**config.mk**
```make
export PLATFORM = sky130hd
export DESIGN_NAME = fetch_unit
export DESIGN_NICKNAME = d
export VERILOG_FILES = /design/src/rtl/fetch_unit.sv
export SDC_FILE = /design/constraint.sdc
export NUM_CORES = 1
export LEC_CHECK = 0
export CORE_MARGIN = 2
export CORE_UTILIZATION = 30
export DETAILED_ROUTE_END_ITERATION = 10
export MAX_ROUTING_LAYER = met4
export PLACE_DENSITY = 0.48
export SYNTH_ARGS = -nofsm -noshare
export SYNTH_HDL_FRONTEND = slang
export SYNTH_SLANG_ARGS = --single-unit
```
**constraint.sdc**
```tcl
create_clock -name HCLK -period 6.55 [get_ports HCLK]
set_clock_uncertainty 0.2 [all_clocks]
set_input_delay 1.31 -clock HCLK [delete_from_list [all_inputs] [get_ports HCLK]]
set_output_delay 1.31 -clock HCLK [all_outputs]
set_load 0.01 [all_outputs]
```
**src/rtl/fetch_unit.sv**
```systemverilog
// Sequential instruction fetch with one outstanding cache request and a small prefetch queue.
// Redirects flush the queue and squash any in-flight cache response.
module fetch_unit #(
    parameter int                    ADDR_WIDTH = 32,
    parameter int                    WORD_WIDTH = 32,
    parameter int                    FIFO_DEPTH = 4,
    parameter logic [ADDR_WIDTH-1:0] RESET_PC   = '0
) (
    input  logic                        HCLK,
    input  logic                        HRESETn,
    output logic                        ic_req,
    output logic [ADDR_WIDTH-1:0]       ic_addr,
    input  logic                        ic_valid,
    input  logic [WORD_WIDTH-1:0]       ic_data,
    input  logic                        redirect,
    input  logic [ADDR_WIDTH-1:0]       redirect_pc,
    output logic                        inst_valid,
    output logic [WORD_WIDTH-1:0]       inst_data,
    output logic [ADDR_WIDTH-1:0]       inst_pc,
    input  logic                        inst_ready,
    output logic [$clog2(FIFO_DEPTH):0] fifo_count
);

    localparam int PTR_W = $clog2(FIFO_DEPTH);
    localparam int CNT_W = PTR_W + 1;

    typedef enum logic [1:0] {IDLE, REQ, DISCARD} state_t;

    typedef struct packed {
        logic [ADDR_WIDTH-1:0] pc;
        logic [WORD_WIDTH-1:0] data;
    } entry_t;

    state_t                state_q, state_d;
    logic [ADDR_WIDTH-1:0] pc_q, pc_d;
    logic [ADDR_WIDTH-1:0] req_addr_q, req_addr_d;
    logic [ADDR_WIDTH-1:0] next_addr;
    logic [ADDR_WIDTH-1:0] redirect_pc_aligned;

    entry_t                queue_q [FIFO_DEPTH];
    logic [PTR_W-1:0]      head_q, tail_q;
    logic [CNT_W-1:0]      count_q, count_post;
    logic                  push, pop, flush, full;

    assign next_addr           = req_addr_q + ADDR_WIDTH'(4);
    assign redirect_pc_aligned = redirect_pc & ~ADDR_WIDTH'(3);

    assign full       = (count_q == CNT_W'(FIFO_DEPTH));
    // redirect wins over a decode handshake in the same cycle
    assign pop        = inst_valid && inst_ready && !redirect;
    assign count_post = count_q + CNT_W'(1) - CNT_W'(pop);

    assign ic_req     = (state_q != IDLE);
    assign ic_addr    = req_addr_q;
    assign inst_valid = (count_q != '0);
    assign inst_data  = queue_q[head_q].data;
    assign inst_pc    = queue_q[head_q].pc;
    assign fifo_count = count_q;

    always_ff @(posedge HCLK or negedge HRESETn) begin
        if (!HRESETn) begin
            state_q    <= IDLE;
            pc_q       <= RESET_PC;
            req_addr_q <= RESET_PC;
        end else begin
            state_q    <= state_d;
            pc_q       <= pc_d;
            req_addr_q <= req_addr_d;
        end
    end

    always_comb begin
        state_d    = state_q;
        pc_d       = pc_q;
        req_addr_d = req_addr_q;
        push       = 1'b0;
        flush      = redirect;
        if (redirect) pc_d = redirect_pc_aligned;
        case (state_q)
            IDLE: begin
                if (!redirect && !full) begin
                    req_addr_d = pc_q;
                    state_d    = REQ;
                end
            end
            REQ: begin
                if (redirect) begin
                    // a response coinciding with the redirect is simply dropped
                    state_d = ic_valid ? IDLE : DISCARD;
                end else if (ic_valid) begin
                    push = 1'b1;
                    pc_d = next_addr;
                    if (count_post < CNT_W'(FIFO_DEPTH)) req_addr_d = next_addr;
                    else                                  state_d    = IDLE;
                end
            end
            DISCARD: begin
                if (ic_valid) state_d = IDLE;
            end
            default: state_d = IDLE;
        endcase
    end

    always_ff @(posedge HCLK or negedge HRESETn) begin
        if (!HRESETn) begin
            head_q  <= '0;
            tail_q  <= '0;
            count_q <= '0;
            for (int i = 0; i < FIFO_DEPTH; i++) queue_q[i] <= '0;
        end else if (flush) begin
            head_q  <= '0;
            tail_q  <= '0;
            count_q <= '0;
        end else begin
            if (push) begin
                queue_q[tail_q] <= {req_addr_q, ic_data};
                tail_q          <= tail_q + PTR_W'(1);
            end
            if (pop) head_q <= head_q + PTR_W'(1);
            count_q <= count_q + CNT_W'(push) - CNT_W'(pop);
        end
    end

endmodule
```
* After elaboration in Yosys (flattened, before gate mapping)
Cells that the tools add are included.
Operators by class: add/sub/neg operators 7, $lt $le $gt $ge 4, equal/unequal tests 10, muxes and demuxes 30, bitwise operators 3, reductions and logical operators 15
Operator list (number):
- 256-bit bitwise mux | 1
- 32-bit two-way mux | 8
- 64-bit two-way mux | 3
- 64-bit binary-select mux with 2-bit select | 1
- 64-bit demux with 2-bit select | 1
- 32-bit case mux with 2 select lines | 1
- 32-bit by 3-bit adder with 32-bit output (second input constant) | 1
- 2-bit two-way mux | 10
- 2-bit inequality test (second input constant) | 5
- 2-bit nonzero test | 4
- 3-bit >= comparator (second input constant) | 2
- 3-bit inequality test (second input constant) | 2
- 2-bit inverter with 3-bit output | 2
- 2-bit case mux with 3 select lines | 1
- 3-bit by 1-bit subtractor with 3-bit output | 2
- 5-bit AND reduction | 1
- 2-bit by 1-bit adder with 2-bit output (second input constant) | 2
- 1-bit logical AND | 4
- 4-bit AND reduction | 1
- 3-bit by 1-bit adder with 3-bit output | 1
- 3-bit by 1-bit adder with 3-bit output (second input constant) | 1
- 3-bit equality test (second input constant) | 1
- 3-bit by 1-bit less-than comparator with 1-bit output (second input constant) | 1
- 3-bit less-than comparator (second input constant) | 1
- other kinds (9) | 12
Word-level totals: flip-flop bits (word level) 329, input port bits 69, word-level logic and storage cells 83

* Depth between registers and ports, before layout
word-level depth 9, mapped depth 13

* Worst setup path before layout
OpenSTA, ideal clock, no wires.
kind in2reg, start point input port redirect, end point register count_q[2] (netlist: fifo_count[2]), data arrival time 3.271 ns, slack 2.947 ns, stages 11, buffers on the path 3, cells stage by stage clkbuf_1 buf_1 buf_1 nor2_1 ha_1 inv_1 ha_1 inv_1 fa_1 xnor2_1 nor2_1
On the way: word-level cells in the longest chain between the ends 5, elaborated cells between the ends (all ways) 7, classes of those cells add/sub (2); mux (3); reduce/logical (2)
RTL lines:
- from (decl) | line 15 | input logic redirect,
- 1-bit two-way mux | line 87 | if (redirect) begin
- 1-bit two-way mux | line 79 | case (state_q)
- 3-bit by 1-bit adder with 3-bit output | line 120 | count_q <= count_q + CNT_W'(push) - CNT_W'(pop);
- 3-bit by 1-bit subtractor with 3-bit output | line 120
- 3-bit two-way mux (*) | line 110 | end else if (flush) begin
- to (signal assigned) | line 120
- to (decl) | line 42 | logic [CNT_W-1:0] count_q, count_post;
Every way passes the cells marked *; elsewhere a longest branch is shown, timed or not. A chain may end at the register's enable or synchronous reset.

* Final worst setup path
start point register head_q[0], end point output port inst_data[20]
On the way: word-level cells in the longest chain between the ends 4
RTL lines:
- from (decl) | line 41 | logic [PTR_W-1:0] head_q, tail_q;
- from (signal assigned) | line 119 | if (pop) head_q <= head_q + PTR_W'(1);
- 2-bit inverter with 3-bit output (implied by the code) | line 56 | assign inst_data = queue_q[head_q].data;
- 64-bit binary-select mux with 2-bit select | line 56
- 64-bit two-way mux (2 in series)
- to (decl) | line 18 | output logic [WORD_WIDTH-1:0] inst_data,
Every way passes these cells. The select of a mux whose other input is x is not followed.

==> flow_summary.toml <==
[run_status]
status = "finished, final reports clean"

[clock_network]
cts_hold_buffers = 0
cts_tree = "done"
post_cts_buffers = 0
cts.reportedPaths.clkPinSlew_ns = 0.06
clock_latency_ns = 0.56
h-tree-depth = 2
cts.sinks = 329
clockRootBuffer = "clkbuf_16"
cts_inserted_buffers = 40
cts_resized = 0
cts_buffer_depth = 3

[global_route]
antenna_found_initial = 1
grt_max_degree = 130
grt_use_total_pct = 16.2
overflow = 0
grt_pass1_vias = 10416
grt_pass1_wl_microns = 64500

[yosys]
ys_seq_area_share_pct = 53.3
synth.area.top_cells = "dfrtp_1 53%, mux2_2 16%, mux4_2 9.3%"
synthArstFlopShare_pct = 100
syn_area_per_cell_sq_um = 13.5
syn_nets = 1224
synth-main-ff-cell = "dfrtp_1"
synth_cells = 1147
ys.warnings.count = 0
syn_area_sq_um = 15400
yosys.area.top_type = "dfrtp_1"
synth_edf_count = 0
ys_ff_latch = 329
synthTopCellsByCount = "329 x dfrtp_1, 222 x mux2_2, 78 x nand2_1"
synth_most_common_cell = "dfrtp_1"
synth_cell_types = 62
synth_top_cell_area_share_pct = 53.3

[placement]
io_buffers = 167
detailed_place_hpwl_microns = 25400
place_area_sq_um = 17600
dp.cells = 1910
gp_congestion = 0.757

[drt]
drtIter0Drc = 515
drc = 0
post_drt_wl_per_cell_microns = 20.8
route.vias.total = 9907
ant_nets = 0
wirelength_microns = 41300
firstDrtPassIters = 4
routed_via_density = 5.00

[setup_path]
regToRegEndpoint = "fifo_count[2]"
cp-end-kind = "primary output"
crit_arrival_ns = 3.09
crit_path_max_fanout = 37
crit_type = "register to primary output"
worst_ep_required_time_ns = 5.04
reg2reg_slack_ns = 2.87
worstSetupStartpointType = "register"
r2r_start = "state_q[1]"
r2r_cells = 10

[timing]
worstMarginPinSlew_ns = 1.22
relSlewSlack_pct = 18.8
max_freq_mhz = 217
report.final.slew_viol_count = 0
grt_setup_unrepaired = "no"
fin_setup_tns_ns = 0
hold_violations = 0
fin_crit_ns = 4.60
setup_violations = 0
period_share_pct = 70.2

[pwr]
clock_power_share_pct = 26.9
seqPwrFrac_pct = 37.9
ir_worst_vdd_mv = 0.189
p_sw_uw = 2760
combPwrFrac_pct = 35.3
power_uw = 8480
p_int_uw = 5720
swShare_pct = 32.6
power_density_nw_per_um2 = 446
p_leak_uw = 0.00829

[floorplan]
start_util_pct = 30.2
die_area_sq_um = 53300
design.core.area_sq_um = 51100
io_pins = 170
rows = 83
die_h_microns = 231
die_width_microns = 231

[layout]
fillers = 4951
layout.nets = 1349
areaGrowthSynthToFinish_pct = 23.1
diodes = 0
fin_area_sq_um = 19000
drive_gt1_share_pct = 30.0
instances_no_fill = 1981

[hold_path]
hold_path_class = "register to register"
hp-start = "queue_q[178]"
holdPathEnd = "queue_q[178]"
min_path_cells = 2

[job]
cap_violations = 0
sequential cells by signal, indices dropped and copies added (netlist names):
signal / flops
ic_addr: 32
tail_q: 2
state_q: 2
fifo_count: 3
head_q: 2
pc_q: 32
queue_q: 256
kinds of logic after synthesis:
| family | after synthesis | synth area share [%] |
|---|---|---|
| buffers and inverters | 107 | 3.38 |
| AOI/OAI and AO/OA | 143 | 6.23 |
| xor gates and xnor gates | 30 | 1.70 |
| adders and majority gates | 8 | 0.697 |
| and+or+nand+nor | 212 | 6.92 |
| DFF | 329 | 53.3 |
| muxes | 318 | 27.8 |
critical path: stages, from the launching register on:
cell	delay (ns)
dfrtp_4	0.98
buf_4	0.49
mux4_2	0.58
clkdlybuf4s50_1	0.50
worst max path at each step:
stage / startpoint / end / slack [ns] / depth (start not counted)
2_1_floorplan: redirect / fifo_count[2] / 2.95 / 11
3_3_place_gp: ic_valid / fifo_count[2] / 1.42 / 11
3_5_place_dp: ic_valid / fifo_count[2] / 1.45 / 11
4_1_cts: head_q[0] / inst_data[20] / 1.77 / 3
5_1_grt: head_q[0] / inst_data[20] / 1.70 / 3
6_report: head_q[0] / inst_data[20] / 1.95 / 3
power groups by stage:
stage	Clock (uW)	Sequential, uW	Combinational [uW]
after global routing	2450	3330	3250
after floorplan	0	2910	1980
final	2280	3210	2990
after global placement	0	3240	3020
after detailed placement	0	3260	3030
after CTS	2360	3230	3050
routing by layer:
metal,track usage (%),wire (microns),vias to the layer above
met5,-,0,-
met4,3.61,763,0
met3,3.59,2040,57
met2,25.2,19300,204
met1,21.7,19100,5179
li1,-,-,4467
cells in the final DEF, fill, tap and decap left out, types with 8 or more instances in the layout:
cell type          n
nand4_1           11
xor2_1            21
mux2_2           222
a2bb2oi_1          9
nor2b_1            8
clkbuf_8          12
mux2i_1           10
a211oi_1          15
mux2_1            22
o21ai_0           36
xnor2_1            9
mux4_2            64
nand3_1           16
dfrtp_1          327
and3_1             9
nor3_1            12
buf_4             14
clkdlybuf4s50_1  165
a21oi_1           24
inv_1              8
nand2_1           74
clkbuf_16         41
nor2_1            40
per-stage QoR:
step	util, %	setup WS (ns)	hold slack [ns]
6_report	37.2	1.95	0.272
5_1_grt	37.2	1.70	0.288
4_1_cts	37.2	1.77	0.275
3_5_place_dp	34.5	1.45	0.261
3_3_place_gp	34.5	1.42	0.247
2_1_floorplan	-	2.95	0.239
area by class of cell:
| type | instances | area (sq um) | share of cell area, % |
|---|---|---|---|
| inverter | 8 | 30.0 | 0.158 |
| clock inverter | 12 | 145 | 0.764 |
| clock buffer | 59 | 1210 | 6.39 |
| multi-input combinational | 711 | 6730 | 35.4 |
| sequential | 329 | 8240 | 43.4 |
| timing repair buffer | 182 | 1800 | 9.45 |
| tap | 680 | 851 | 4.48 |
No activity file was read; power rests on OpenSTA's default activity.
